[config.mk]
export PLATFORM = sky130hd
export DESIGN_NAME = fetch_unit_flat
export DESIGN_NICKNAME = d
export VERILOG_FILES = /design/src/rtl/fetch_unit_if.sv /design/src/rtl/fetch_unit.sv /design/src/flat_wrapper.sv
export SDC_FILE = /design/constraint.sdc
export NUM_CORES = 1
export LEC_CHECK = 0
export ABC_AREA = 1
export CAP_MARGIN = 30
export CORE_UTILIZATION = 50
export DETAILED_ROUTE_END_ITERATION = 16
export GPL_TIMING_DRIVEN = 0
export PLACE_DENSITY = 0.86
export SLEW_MARGIN = 0
export SYNTH_ARGS = -nofsm -noshare
export SYNTH_HDL_FRONTEND = slang
export SYNTH_SLANG_ARGS = --single-unit
[constraint.sdc]
create_clock -name clk -period 2.1 [get_ports clk]
set_clock_uncertainty 0.1 [all_clocks]
set_input_delay 0.315 -clock clk [delete_from_list [all_inputs] [get_ports clk]]
set_output_delay 0.315 -clock clk [all_outputs]
set_load 0.1 [all_outputs]
[src/rtl/fetch_unit_if.sv]
// Fetch-side bus: instruction memory read port, decode handshake and redirect input.
// The master modport is the fetch unit; the slave modport is memory/decode/branch logic.
interface fetch_unit_if;
    logic [8:0]  readAddr;
    logic [23:0] readData;
    logic        redirectValid;
    logic [8:0]  redirectAddr;
    logic [23:0] instOut;
    logic [8:0]  instAddr;
    logic        instValid;
    logic        instReady;

    modport master (
        output readAddr, instOut, instAddr, instValid,
        input  readData, redirectValid, redirectAddr, instReady
    );

    modport slave (
        input  readAddr, instOut, instAddr, instValid,
        output readData, redirectValid, redirectAddr, instReady
    );
endinterface

[src/rtl/fetch_unit.sv]
// PC / fetch stage: drives instruction memory, registers words for decode, handles redirect.
// Optional HALT detection is enabled with the FETCH_HALT_EN macro.
module fetch_unit #(
    parameter logic [8:0] RESET_ADDR  = 9'd0,
    parameter logic [7:0] HALT_OPCODE = 8'hFF
) (
    input  logic               clk,
    input  logic               rstN,
    input  logic               fetchEn,
    fetch_unit_if.master       bus,
    output logic               halted,
    output logic [15:0]        fetchCount
);

`ifdef FETCH_HALT_EN
    localparam bit HaltEn = 1'b1;
`else
    localparam bit HaltEn = 1'b0;
`endif

    typedef enum logic [1:0] {StIdle, StRun, StHalt} stateT;

    stateT       stateQ, stateD;
    logic [8:0]  pcQ;
    logic [23:0] instOutQ;
    logic [8:0]  instAddrQ;
    logic        instValidQ;
    logic [15:0] fetchCountQ;
    logic        fetchFire;
    logic        haltWord;
    logic        accept;

    always_ff @(posedge clk or negedge rstN) begin
        if (!rstN) begin
            stateQ <= StIdle;
        end else begin
            stateQ <= stateD;
        end
    end

    always_comb begin
        stateD = stateQ;
        if (bus.redirectValid) begin
            if (stateQ == StHalt) stateD = StRun;
        end else begin
            case (stateQ)
                StIdle:  if (fetchEn) stateD = StRun;
                StRun: begin
                    if (!fetchEn)                  stateD = StIdle;
                    else if (fetchFire && haltWord) stateD = StHalt;
                end
                StHalt:  stateD = StHalt;
                default: stateD = StIdle;
            endcase
        end
    end

    // haltWord only steers state/pc; readData never reaches an output combinationally.
    always_comb begin
        fetchFire    = (stateQ == StRun) && fetchEn && !bus.redirectValid &&
                       (!instValidQ || bus.instReady);
        haltWord     = HaltEn && (bus.readData[23:16] == HALT_OPCODE);
        accept       = instValidQ && bus.instReady && !bus.redirectValid;
        halted       = HaltEn && (stateQ == StHalt);
        bus.readAddr = pcQ;
        bus.instOut  = instOutQ;
        bus.instAddr = instAddrQ;
        bus.instValid = instValidQ;
        fetchCount   = fetchCountQ;
    end

    always_ff @(posedge clk or negedge rstN) begin
        if (!rstN) begin
            pcQ         <= RESET_ADDR;
            instOutQ    <= '0;
            instAddrQ   <= '0;
            instValidQ  <= 1'b0;
            fetchCountQ <= '0;
        end else begin
            if (bus.redirectValid) begin
                pcQ        <= bus.redirectAddr;
                instValidQ <= 1'b0;
            end else if (fetchFire) begin
                instOutQ   <= bus.readData;
                instAddrQ  <= pcQ;
                instValidQ <= 1'b1;
                if (!haltWord) pcQ <= pcQ + 9'd1;
            end else if (instValidQ && bus.instReady) begin
                instValidQ <= 1'b0;
            end

            if (accept && (fetchCountQ != 16'hFFFF)) begin
                fetchCountQ <= fetchCountQ + 16'd1;
            end
        end
    end

endmodule

[src/flat_wrapper.sv]
// flat-port wrapper written by rule: the top's interface ports become plain ports
module fetch_unit_flat 
#(
    parameter logic [8:0] RESET_ADDR  = 9'd0,
    parameter logic [7:0] HALT_OPCODE = 8'hFF
)
  (clk, rstN, fetchEn, halted, fetchCount, bus_readAddr, bus_instOut, bus_instAddr, bus_instValid, bus_readData, bus_redirectValid, bus_redirectAddr, bus_instReady);
  fetch_unit_if bus_i ();
  input  logic clk;
  input  logic rstN;
  input  logic fetchEn;
  output logic halted;
  output logic [15:0] fetchCount;
  output wire logic [$bits(bus_i.readAddr)-1:0] bus_readAddr;
  output wire logic [$bits(bus_i.instOut)-1:0] bus_instOut;
  output wire logic [$bits(bus_i.instAddr)-1:0] bus_instAddr;
  output wire logic [$bits(bus_i.instValid)-1:0] bus_instValid;
  input wire logic [$bits(bus_i.readData)-1:0] bus_readData;
  input wire logic [$bits(bus_i.redirectValid)-1:0] bus_redirectValid;
  input wire logic [$bits(bus_i.redirectAddr)-1:0] bus_redirectAddr;
  input wire logic [$bits(bus_i.instReady)-1:0] bus_instReady;
  assign bus_readAddr = bus_i.readAddr;
  assign bus_instOut = bus_i.instOut;
  assign bus_instAddr = bus_i.instAddr;
  assign bus_instValid = bus_i.instValid;
  assign bus_i.readData = bus_readData;
  assign bus_i.redirectValid = bus_redirectValid;
  assign bus_i.redirectAddr = bus_redirectAddr;
  assign bus_i.instReady = bus_instReady;
  fetch_unit #(.RESET_ADDR(RESET_ADDR), .HALT_OPCODE(HALT_OPCODE)) u_core (.clk(clk), .rstN(rstN), .fetchEn(fetchEn), .bus(bus_i), .halted(halted), .fetchCount(fetchCount));
endmodule
==> out/metrics.yaml <==
worst_setup_path:
  worst_ep_arrival_time_ns: 1.65
  r2r-end: "u_core.fetchCount[7]"
  r2r_start: "u_core.fetchCount[1]"
  cp_slowest_cell: "dlygate4sd2_1"
  start_kind: "flip-flop"
  cp_cell_sequence: "dlygate4sd2_1"
  critPathTopFamily: "buffers and inverters"
  crit_type: "flip-flop to output port"
  worst_ep_required_time_ns: 1.68
  worstPathMaxFanout: 6
  endpoint_kind: "output port"
  crit_buf_inv: 1
  cp-endpoint: "fetchCount[14]"
  ff2ff_setup_slack_ns: 0.53
  rr_worst_depth: 9
  startpoint: "u_core.fetchCount[14]"
  critPathMaxStageDelay_ns: 0.88
  crit_cells: 1
grt:
  grt_overflow: 0
  grt_pass1_wl_mm: 12.4
  grt_start_max_net_pins: 36
  grt_pass1_vias: 2790
  grt.total_usage_pct: 26.0
  antenna_found_initial: 0
clocking:
  cts_tree: "yes"
  cts_made_buffers: 9
  clkTransAtPathRegs_ns: 0.07
  root_buffer: "clkbuf_8"
  clock_latency_ns: 0.33
  cts_buffer_depth: 2
  clock_sinks: 61
  htree_levels: 3
synthesis:
  synth-edff-count: 0
  synth_ff_type: "dfrtp_1"
  netlist_instances: 369
  synth_warnings: 0
  yosysTopAreaCell: "dfrtp_1"
  ys_seq_area_share_pct: 51.2
  yosysTopAreaCellShare_pct: 51.2
  syn_area_per_cell_sq_um: 8.08
  yosysUniqueCellTypes: 26
  synthesis.nets: 409
  async_reset_ff_share_pct: 100
  synth_area_leaders: "dfrtp_1 (51%), nand2_1 (20%), nand3_1 (4.9%), inv_1 (3.0%), xor2_1 (2.9%)"
  synth.ff_latch_count: 61
  synth_area_sq_um: 2980
die:
  core_sq_um: 5640
  dieArea_sq_um: 6280
  rows: 27
  initial_utilization_pct: 52.9
  fp.dieW_microns: 79.2
  die_h_microns: 79.2
  boundaryPins: 98
timing:
  timing.final.ws_setup_ns: 0.0335
  rsz0062_at_grt: "false"
  hold_viol: 0
  drv_slew: 0
  slew_headroom_pct: 34.1
  final.period_utilization_pct: 98.4
  max_freq_ghz: 0.484
  setup_violations: 0
  worst_pin_slew_ns: 0.992
  period_needed_ns: 2.07
placed_design:
  dpl_worst_slack_ns: 0.0331
  place_congestion: 0.836
  place_inst: 538
  port_buffers: 96
  dp.final_hpwl_mm: 5.22
layout:
  antennaDiodeCount: 0
  drive_gt1_share_pct: 12.4
  area_growth_pct: 41.1
  fillCellCount: 439
  nNetsFinal: 518
  final-instance-count-excl-fill: 555
power:
  cellPowerDensity_nw_per_um2: 1260
  p_switching_mw: 2.70
  leakage_nw: 2.18
  intPower_mw: 2.59
  power_switching_share_pct: 51.1
  ir_worst_vdd_uv: 945
  pwr-share-clk_pct: 22.3
  pwr-share-seq_pct: 30.0
  pwr-share-comb_pct: 47.7
worst_hold_path:
  hold_path.class: "flip-flop to flip-flop"
detailed_routing:
  avgViaCountPerCell: 5.05
  drc: 0
  totalWireLength_mm: 7.36
  wl_per_cell_microns: 13.3
  first_iter_violations: 153
  drtPass1Iterations: 4
  vias: 2804
  ant_nets: 0
job:
  max_cap_violations: 0
status:
  status: "completed"
worst min-delay path by stage:
stage	from	endpoint	cells after the start	slack [ns]
after floorplan	rstN	u_core.bus.instAddr[0]	0	-0.08
after global placement	u_core.bus.instOut[20]	u_core.bus.instOut[20]	2	0.36
after detailed placement	rstN	u_core.fetchCount[11]	1	0.26
after CTS	u_core.bus.instOut[6]	u_core.bus.instOut[6]	2	0.38
after global routing	u_core.bus.instOut[2]	u_core.bus.instOut[2]	2	0.40
final	u_core.bus.instOut[6]	u_core.bus.instOut[6]	2	0.38
kinds of logic after synthesis:
kind of cell	Yosys count	synth area share (%)
AND/OR/NAND/NOR	226	31.6
flip-flops	61	51.2
buffers and inverters	41	7.30
AO/OA/AOI/OAI	28	6.00
XOR/XNOR	10	2.94
adder cells (fa/ha/maj)	2	0.839
other	1	0.126
per-layer routing:
| layer | track usage (%) | vias up | wire [microns] |
|---|---|---|---|
| met3 | 7.13 | 13 | 540 |
| met5 | 0 | - | 0 |
| met4 | 12.0 | 0 | 127 |
| li1 | - | 1371 | - |
| met1 | 30.9 | 1324 | 3060 |
| met2 | 43.6 | 96 | 3630 |
cell usage after synthesis (2+ instances only):
master / n
nand2_2: 10
ha_1: 2
o21ai_2: 6
nand4_1: 3
buf_2: 3
inv_2: 3
xor2_1: 10
inv_1: 24
dfrtp_1: 61
buf_4: 4
nand3_1: 29
nand2_1: 157
o21ai_1: 9
nor2_1: 20
o211ai_1: 5
o21ai_0: 7
buf_6: 6
nor2_2: 2
metrics by stage:
step / TNS (ns) / hold slack [ns] / area, sq um / total power [mW] / util, %
after CTS: 0 / 0.380 / 4220 / 5.32 / 74.8
after global placement: -83.55 / 0.362 / 4040 / 4.25 / 71.5
after global routing: 0 / 0.396 / 4210 / 5.52 / 74.6
final: 0 / 0.375 / 4210 / 5.30 / 74.6
after floorplan: 0 / -0.0806 / 2990 / 3.61 / -
after detailed placement: 0 / 0.263 / 4050 / 4.29 / 71.8
placed cells by master (no fill, tap or decap), types with 3 or more instances in the layout:
| cell | count |
|---|---|
| inv_1 | 24 |
| buf_4 | 4 |
| nor2_1 | 20 |
| o211ai_1 | 5 |
| nand2_1 | 157 |
| clkbuf_2 | 3 |
| clkdlybuf4s15_1 | 5 |
| clkdlybuf4s50_1 | 36 |
| nand3_1 | 29 |
| o21ai_2 | 6 |
| nand4_1 | 3 |
| buf_6 | 6 |
| o21ai_0 | 7 |
| dlygate4sd2_1 | 50 |
| dfrtp_1 | 59 |
| xor2_1 | 10 |
| buf_2 | 4 |
| inv_2 | 3 |
| clkbuf_8 | 11 |
| o21ai_1 | 9 |
| nand2_2 | 10 |
area by class of cell:
cell class	count	area [sq um]	share of cell area, %
Multi-Input combinational cell	267	1240	29.4
Inverter	27	101	2.41
Sequential cell	61	1530	36.3
Buffer	14	116	2.76
Timing Repair Buffer	98	910	21.6
Clock buffer	12	155	3.68
Clock inverter	4	70.1	1.66
Tap cell	72	90.1	2.14
registers in the layout, summed over array words and instances (netlist names):
register and flops:
u_core.bus.instOut 24, u_core.bus.readAddr 9, u_core.bus.instValid 1, u_core.stateQ 2
u_core.fetchCount 16, u_core.bus.instAddr 9
timing repair:
action,in CTS,in global routing
setup endpoints to repair,59,8
hold endpoints to repair,26,0
buffers inserted,0,0
hold buffers,1,0
gates resized for setup,63,9
power by group through the flow:
| stage | clock network, mW | logic, mW | registers [mW] |
|---|---|---|---|
| 6_report | 1.18 | 2.53 | 1.59 |
| 3_3_place_gp | 0 | 2.65 | 1.60 |
| 2_1_floorplan | 0 | 0.413 | 3.20 |
| 4_1_cts | 1.19 | 2.54 | 1.59 |
| 5_1_grt | 1.25 | 2.64 | 1.62 |
| 3_5_place_dp | 0 | 2.68 | 1.61 |
No activity file was read; power rests on OpenSTA's default activity.
